### config.mk
export PLATFORM = sky130hd
export DESIGN_NAME = mod_n_counter
export DESIGN_NICKNAME = d
export VERILOG_FILES = /design/src/rtl/mod_n_counter_pkg.sv /design/src/rtl/mod_n_counter.sv
export SDC_FILE = /design/constraint.sdc
export NUM_CORES = 1
export LEC_CHECK = 0
export CORE_AREA = 3 3 40 42
export CTS_CLUSTER_SIZE = 30
export DETAILED_ROUTE_END_ITERATION = 7
export DIE_AREA = 0 0 43 45
export PLACE_DENSITY_LB_ADDON = 0.25
export SLEW_MARGIN = 5
export SYNTH_ARGS = -nofsm -noshare
export SYNTH_HDL_FRONTEND = slang
export SYNTH_SLANG_ARGS = --single-unit
### constraint.sdc
create_clock -name clk -period 2 [get_ports clk]
set_input_delay 0.3 -clock clk [delete_from_list [all_inputs] [get_ports clk]]
set_output_delay 0.3 -clock clk [all_outputs]
set_load 0.02 [all_outputs]
### src/rtl/mod_n_counter_pkg.sv
// mod_n_counter_pkg
// Shared encodings for the modulo-N counter: counting-mode codes, the
// one-shot FSM states and the width of the mode field.
package mod_n_counter_pkg;

   localparam int MODE_W = 2;

   typedef enum logic [MODE_W-1:0] {
      MODE_WRAP    = 2'b00,
      MODE_SAT     = 2'b01,
      MODE_ONESHOT = 2'b10,
      MODE_RSVD    = 2'b11
   } mode_e;

   typedef enum logic {
      ST_RUN  = 1'b0,
      ST_DONE = 1'b1
   } state_e;

endpackage : mod_n_counter_pkg

### src/rtl/mod_n_counter.sv
// mod_n_counter
// Parametrised modulo-N up/down counter with wrap, saturate and one-shot
// modes. Used as a timebase, prescaler or event counter; stages chain by
// feeding carry_out of one stage into en of the next.
//
// Ports:
//   clk         rising-edge clock
//   reset_n     asynchronous active-low reset
//   clear       synchronous clear to 0 (highest priority)
//   load        synchronous parallel load (clamped to MODULUS-1)
//   load_value  value for load
//   en          count enable
//   up_dn       1 = count up, 0 = count down
//   mode        00 wrap, 01 saturate, 10 one-shot, 11 treated as wrap
//   count       registered count
//   carry_out   combinational: en & at terminal value & wrap mode
//   wrap        registered one-cycle pulse after a wrap transition
//   done        registered; high while the one-shot FSM is in DONE
//
// state   | meaning
// --------+-----------------------------------------------------------
// ST_RUN  | counting normally (all modes)
// ST_DONE | one-shot reached terminal value; count frozen until clear/load
module mod_n_counter
   import mod_n_counter_pkg::*;
#(
   parameter int WIDTH       = 4,
   parameter int MODULUS     = 16,
   parameter int RESET_VALUE = 0
) (
   input  logic              clk,
   input  logic              reset_n,
   input  logic              clear,
   input  logic              load,
   input  logic [WIDTH-1:0]  load_value,
   input  logic              en,
   input  logic              up_dn,
   input  logic [MODE_W-1:0] mode,
   output logic [WIDTH-1:0]  count,
   output logic              carry_out,
   output logic              wrap,
   output logic              done
);

   if (MODULUS < 2 || longint'(MODULUS) > (longint'(1) << WIDTH)) begin : g_bad_modulus
      $error("mod_n_counter: MODULUS must lie in 2..2**WIDTH");
   end
   if (RESET_VALUE < 0 || RESET_VALUE >= MODULUS) begin : g_bad_reset
      $error("mod_n_counter: RESET_VALUE must be below MODULUS");
   end

   // Extended-width modulus so MODULUS == 2**WIDTH is representable.
   localparam logic [WIDTH:0]   MOD_EXT   = (WIDTH+1)'(MODULUS);
   localparam logic [WIDTH-1:0] TERM_UP   = WIDTH'(MODULUS - 1);
   localparam logic [WIDTH-1:0] RESET_CNT = WIDTH'(RESET_VALUE);

   logic [WIDTH-1:0] count_q, count_d;
   logic             wrap_q, wrap_d;
   state_e           state_q, state_d;

   mode_e            mode_eff;
   logic             at_term;
   logic [WIDTH:0]   inc_ext;
   logic [WIDTH-1:0] step_val;
   logic             step_term;

   // Reserved mode decodes as wrap so no encoding leaves the counter undefined.
   always_comb begin
      mode_eff = mode_e'(mode);
      if (mode_eff == MODE_RSVD) begin
         mode_eff = MODE_WRAP;
      end
   end

   assign at_term = up_dn ? (count_q == TERM_UP) : (count_q == '0);

   // One step in the current direction, already wrapped into 0..MODULUS-1.
   always_comb begin
      inc_ext = {1'b0, count_q} + (WIDTH+1)'(1);
      if (up_dn) begin
         step_val = (inc_ext == MOD_EXT) ? '0 : inc_ext[WIDTH-1:0];
      end else begin
         step_val = (count_q == '0) ? TERM_UP : count_q - WIDTH'(1);
      end
      step_term = up_dn ? (step_val == TERM_UP) : (step_val == '0);
   end

   always_comb begin
      count_d = count_q;
      state_d = state_q;
      wrap_d  = 1'b0;
      if (clear) begin
         count_d = '0;
         state_d = ST_RUN;
      end else if (load) begin
         count_d = ({1'b0, load_value} < MOD_EXT) ? load_value : TERM_UP;
         state_d = ST_RUN;
      end else if (en && state_q == ST_RUN) begin
         unique case (mode_eff)
            MODE_SAT: begin
               if (!at_term) begin
                  count_d = step_val;
               end
            end
            MODE_ONESHOT: begin
               // Already sitting on the terminal value also counts as reaching it.
               if (at_term) begin
                  state_d = ST_DONE;
               end else begin
                  count_d = step_val;
                  if (step_term) begin
                     state_d = ST_DONE;
                  end
               end
            end
            default: begin
               count_d = step_val;
               wrap_d  = at_term;
            end
         endcase
      end
   end

   always_ff @(posedge clk or negedge reset_n) begin
      if (!reset_n) begin
         count_q <= RESET_CNT;
         wrap_q  <= 1'b0;
         state_q <= ST_RUN;
      end else begin
         count_q <= count_d;
         wrap_q  <= wrap_d;
         state_q <= state_d;
      end
   end

   assign count     = count_q;
   assign wrap      = wrap_q;
   assign done      = (state_q == ST_DONE);
   assign carry_out = en & at_term & (mode_eff == MODE_WRAP);

endmodule : mod_n_counter

==> results.md <==
Route:
- Before antenna repair, the detailed router went through 4 iterations.
- The detail-routed via count per cell is 4.92.
- The mean routed wirelength per cell is 11.7 µm.
- The detailed router placed 477 vias in this run.
- The final antenna-violating net count is 0.
- The remaining routing DRC violations is 0.
- The number of DRC violations after detailed-routing iteration 0 is 8.
- The routed design has 1.14 mm of wire.

Pwr:
- The completed layout was analyzed and its total power is 415 µW.
- The total leakage power is 0.000333 µW.
- In this run the power density over the cells is 536 mW/mm².
- The maximum vdd ir drop is 0.000360 V.

Synth:
- The synthesized netlist occupies a cell area of 508 µm².
- The fraction of registers with async set or reset after synthesis is 100%.
- The area share of the largest cell type after synthesis is 29.6%.
- The fraction of the mapped netlist area in simple logic gates is 19.5%.
- Summing the areas of all xor and xnor instances in the mapped netlist gives 6.90% of the synthesized area.
- The number of nets handed over by synthesis was 69.
- The number of distinct library cells after synthesis is 30.
- The dominant cell by count in the synthesized netlist is nor2_1.
- The commonest cells after synthesis are nor2_1 (7), dfrtp_1 (6), inv_1 (5).
- By area the synthesized netlist is led by dfrtp_1 (30%), ha_1 (7.4%), mux2i_1 (5.9%).
- The count of synthesis-stage warnings from yosys is 0.
- The share of synthesized cell area in full adder, half adder and majority cells is 7.39%.
- The number of enable-type register cells in the synthesized netlist is 0.
- For this run, the leading register cell type out of synthesis is dfrtp_1.
- After synthesis, the largest family of logic cells by area is compound AO/OA/AOI/OAI gates.
- The number of cells produced by synthesis is 54.
- The synthesized netlist devotes 21.9% of its cell area to compound gates.
- The flip-flop and latch count after synthesis is 6.
- The synthesized area per cell is 9.41 µm².
- Summing the sequential cell areas from Yosys gives 29.6% of the chip area.
- The post-synthesis cell type with the largest combined area is dfrtp_1.
- The share of synthesized area spent on multiplexers is 8.13%.

Setup path:
- The data arrival at the endpoint of the critical path is 2000 ps.
- In this run the worst setup path begins at up_dn.
- In this run the critical register-to-register path is captured at done.
- The maximum fanout along the worst path is 5.
- The kind of critical path is input pin to flip-flop.
- The launch point of the worst reg-to-reg path is count[0].
- In this run the worst setup path terminates at done.
- The kind of end point of the critical path is a flip-flop.
- The worst path required time is 2120 ps.
- Counting cells, the worst reg-to-reg path comes to 7.
- The register-to-register setup slack is 170 ps.
- The category of the worst setup path launch point is an input pin.

Floorplan:
- Pin placement for this block handled 19 I/O pins.
- In this run the horizontal extent of the chip is 43 µm.
- The total die area is 0.00194 mm².
- The die outline height is 45 µm.
- The area of the core is 0.00128 mm².
- Row generation in the floorplan step produced 13 rows.
- For this configuration, the core starts out at a cell density of 39.5%.

STA:
- The number of failing hold endpoints at the final stage was 0.
- Subtracting the final worst setup slack from the clock period gives 1870 ps.
- The final total negative setup slack is 0 ps.
- Setup violations remaining at the end of the flow were counted as 0.
- Headroom to the max-slew limit came out at 78.7%.
- For this run, the top clock speed supported by timing is 534 MHz.
- The final number of max-transition violations came to 0.
- The largest clock skew in the final design is 3.20 ps.
- Setup repair after global routing left no endpoint under its margin.
- The worst hold margin is 285 ps.
- The measured slew at the worst slew-check pin is 317 ps.
- The final critical path takes up 93.6% of the cycle.

Global routing:
- In the global route stage, overall resource usage came out at 13.5%.
- The via count of the first global-routing pass is 469.
- The first-pass GRT wire length is 1.90 mm.
- The initial antenna violation count is 0.
- The pin count of the biggest net entering global routing is 7.
- For this run the aggregate overflow at the end of global routing stands at 0.

Place:
- Port buffering added 18 buffers.
- The total half-perimeter wirelength after legalization and detailed placement is 961 µm.
- The routability congestion estimate from global placement is 0.702.
- The number of cells after detailed placement is 94.

Clock tree:
- For this design, the CTS-stage hold fixing added 0 buffers.
- Clock-pin slew was measured on the worst setup and hold paths at 40 ps.
- The cell sitting at the root of the clock tree is a clkbuf_4.
- The clock buffer count from CTS is 3.
- The clock tree buffer depth is 2.
- The maximum level of the CTS H-tree is 1.
- The clock tree from TritonCTS is done.
- The tree built by TritonCTS fans out to 6 sinks.
- The clock latency on the worst-skew pair is 240 ps.

Layout:
- The fraction of final layout cells with drive strength greater than 1 is 24.4%.
- After the last flow step, the layout net total stands at 99.
- Excluding fillers, the count of instances in the completed layout stands at 97.
- 0 antenna diodes ended up in the layout.
- The layout-stage area growth over the synthesis result is 52.5%.

Min path:
- The path category of the worst min-delay check is input pin to asynchronous set/reset pin.

Flow run:
- The max-cap check violation count is 0.

Run status:
- The flow ran to the end, and the final reports show no timing, DRC or antenna violations.
==> registers in the layout, summed over array words and instances (netlist names) <==
name,cells
done,1
wrap,1
count,4
==> layout by cell type (no fill, tap or decap) <==
cell             count
clkdlybuf4s50_1     17
buf_4                8
nor2_1               7
inv_1                5
dfrtp_1              5
mux2i_1              3
xnor2_1              3
ha_1                 3
clkbuf_4             3
nand4_1              2
a21oi_1              2
a211oi_1             2
inv_2                1
nor2_2               1
and4_4               1
a31oi_4              1
nand2_1              1
and3_1               1
o21ai_0              1
or4_1                1
a31oi_1              1
o211a_4              1
nand3b_1             1
o31ai_1              1
mux2_1               1
xor2_1               1
nor3_1               1
and3_2               1
nand3_1              1
o21ai_1              1
o2111a_1             1
a211oi_2             1
dfrtp_2              1
clkbuf_2             1
==> cells by family (layout without fill, tap and decap cells) <==
kind of cell / Yosys count / in the layout
multiplexers: 4 / 4
AO/OA/AOI/OAI: 12 / 12
flip-flops: 6 / 6
XOR/XNOR: 4 / 4
buffers and inverters: 7 / 35
AND/OR/NAND/NOR: 18 / 18
adder cells (fa/ha/maj): 3 / 3
==> final cells by class <==
type	instances	area, µm²
well taps	15	18.8
fillers	121	510
clock buffers	3	22.5
multi-input cells	41	324
flip-flops and latches	6	151
inverters	6	22.5
repair buffers	26	235
==> stage by stage <==
stage | utilization (%) | cell area, µm² | setup slack (ps)
finish | 60.3 | 774 | 127
detailed placement | 58.8 | 756 | -207
global route | 60.3 | 774 | 41.3
floorplan | - | 508 | 135
global placement | 58.8 | 756 | -177
CTS | 60.5 | 777 | 58.9
==> worst min path at each step <==
stage | startpoint | to | cells after the start
after detailed placement | done | done | 2
final | reset_n | count[1] | 1
after global routing | reset_n | count[1] | 1
after CTS | reset_n | count[1] | 1
after floorplan | reset_n | count[0] | 0
after global placement | done | done | 2
==> what timing repair did <==
item / in CTS / in global routing
resized for setup: 1 / 3
setup buffers: 0 / 0
setup endpoints to repair: 1 / 2
==> layer usage <==
| metal | wire (µm) | vias up | share of wire [%] | track usage (%) |
|---|---|---|---|---|
| li1 | - | 256 | - | - |
| met1 | 501 | 205 | 44 | 14.5 |
| met2 | 551 | 14 | 48 | 24.0 |
| met3 | 59 | 2 | 5.2 | 1.59 |
| met4 | 27 | 0 | 2.4 | 10.8 |
| met5 | 0 | - | 0 | 0 |
==> critical path, cell delays in order <==
cell,delay (ps)
clkdlybuf4s50_1,550
buf_4,160
mux2_1,360
xor2_1,160
and3_2,210
mux2i_1,160
o21ai_1,90
==> where the power goes <==
part	switching (µW)	internal (µW)	leakage [µW]
Sequential	11.9	130	0.0000783
Combinational	73.8	89.5	0.000241
Clock	42.5	67.8	0.0000138
Total	128	287	0.000333
No activity file was read; power rests on OpenSTA's default activity.
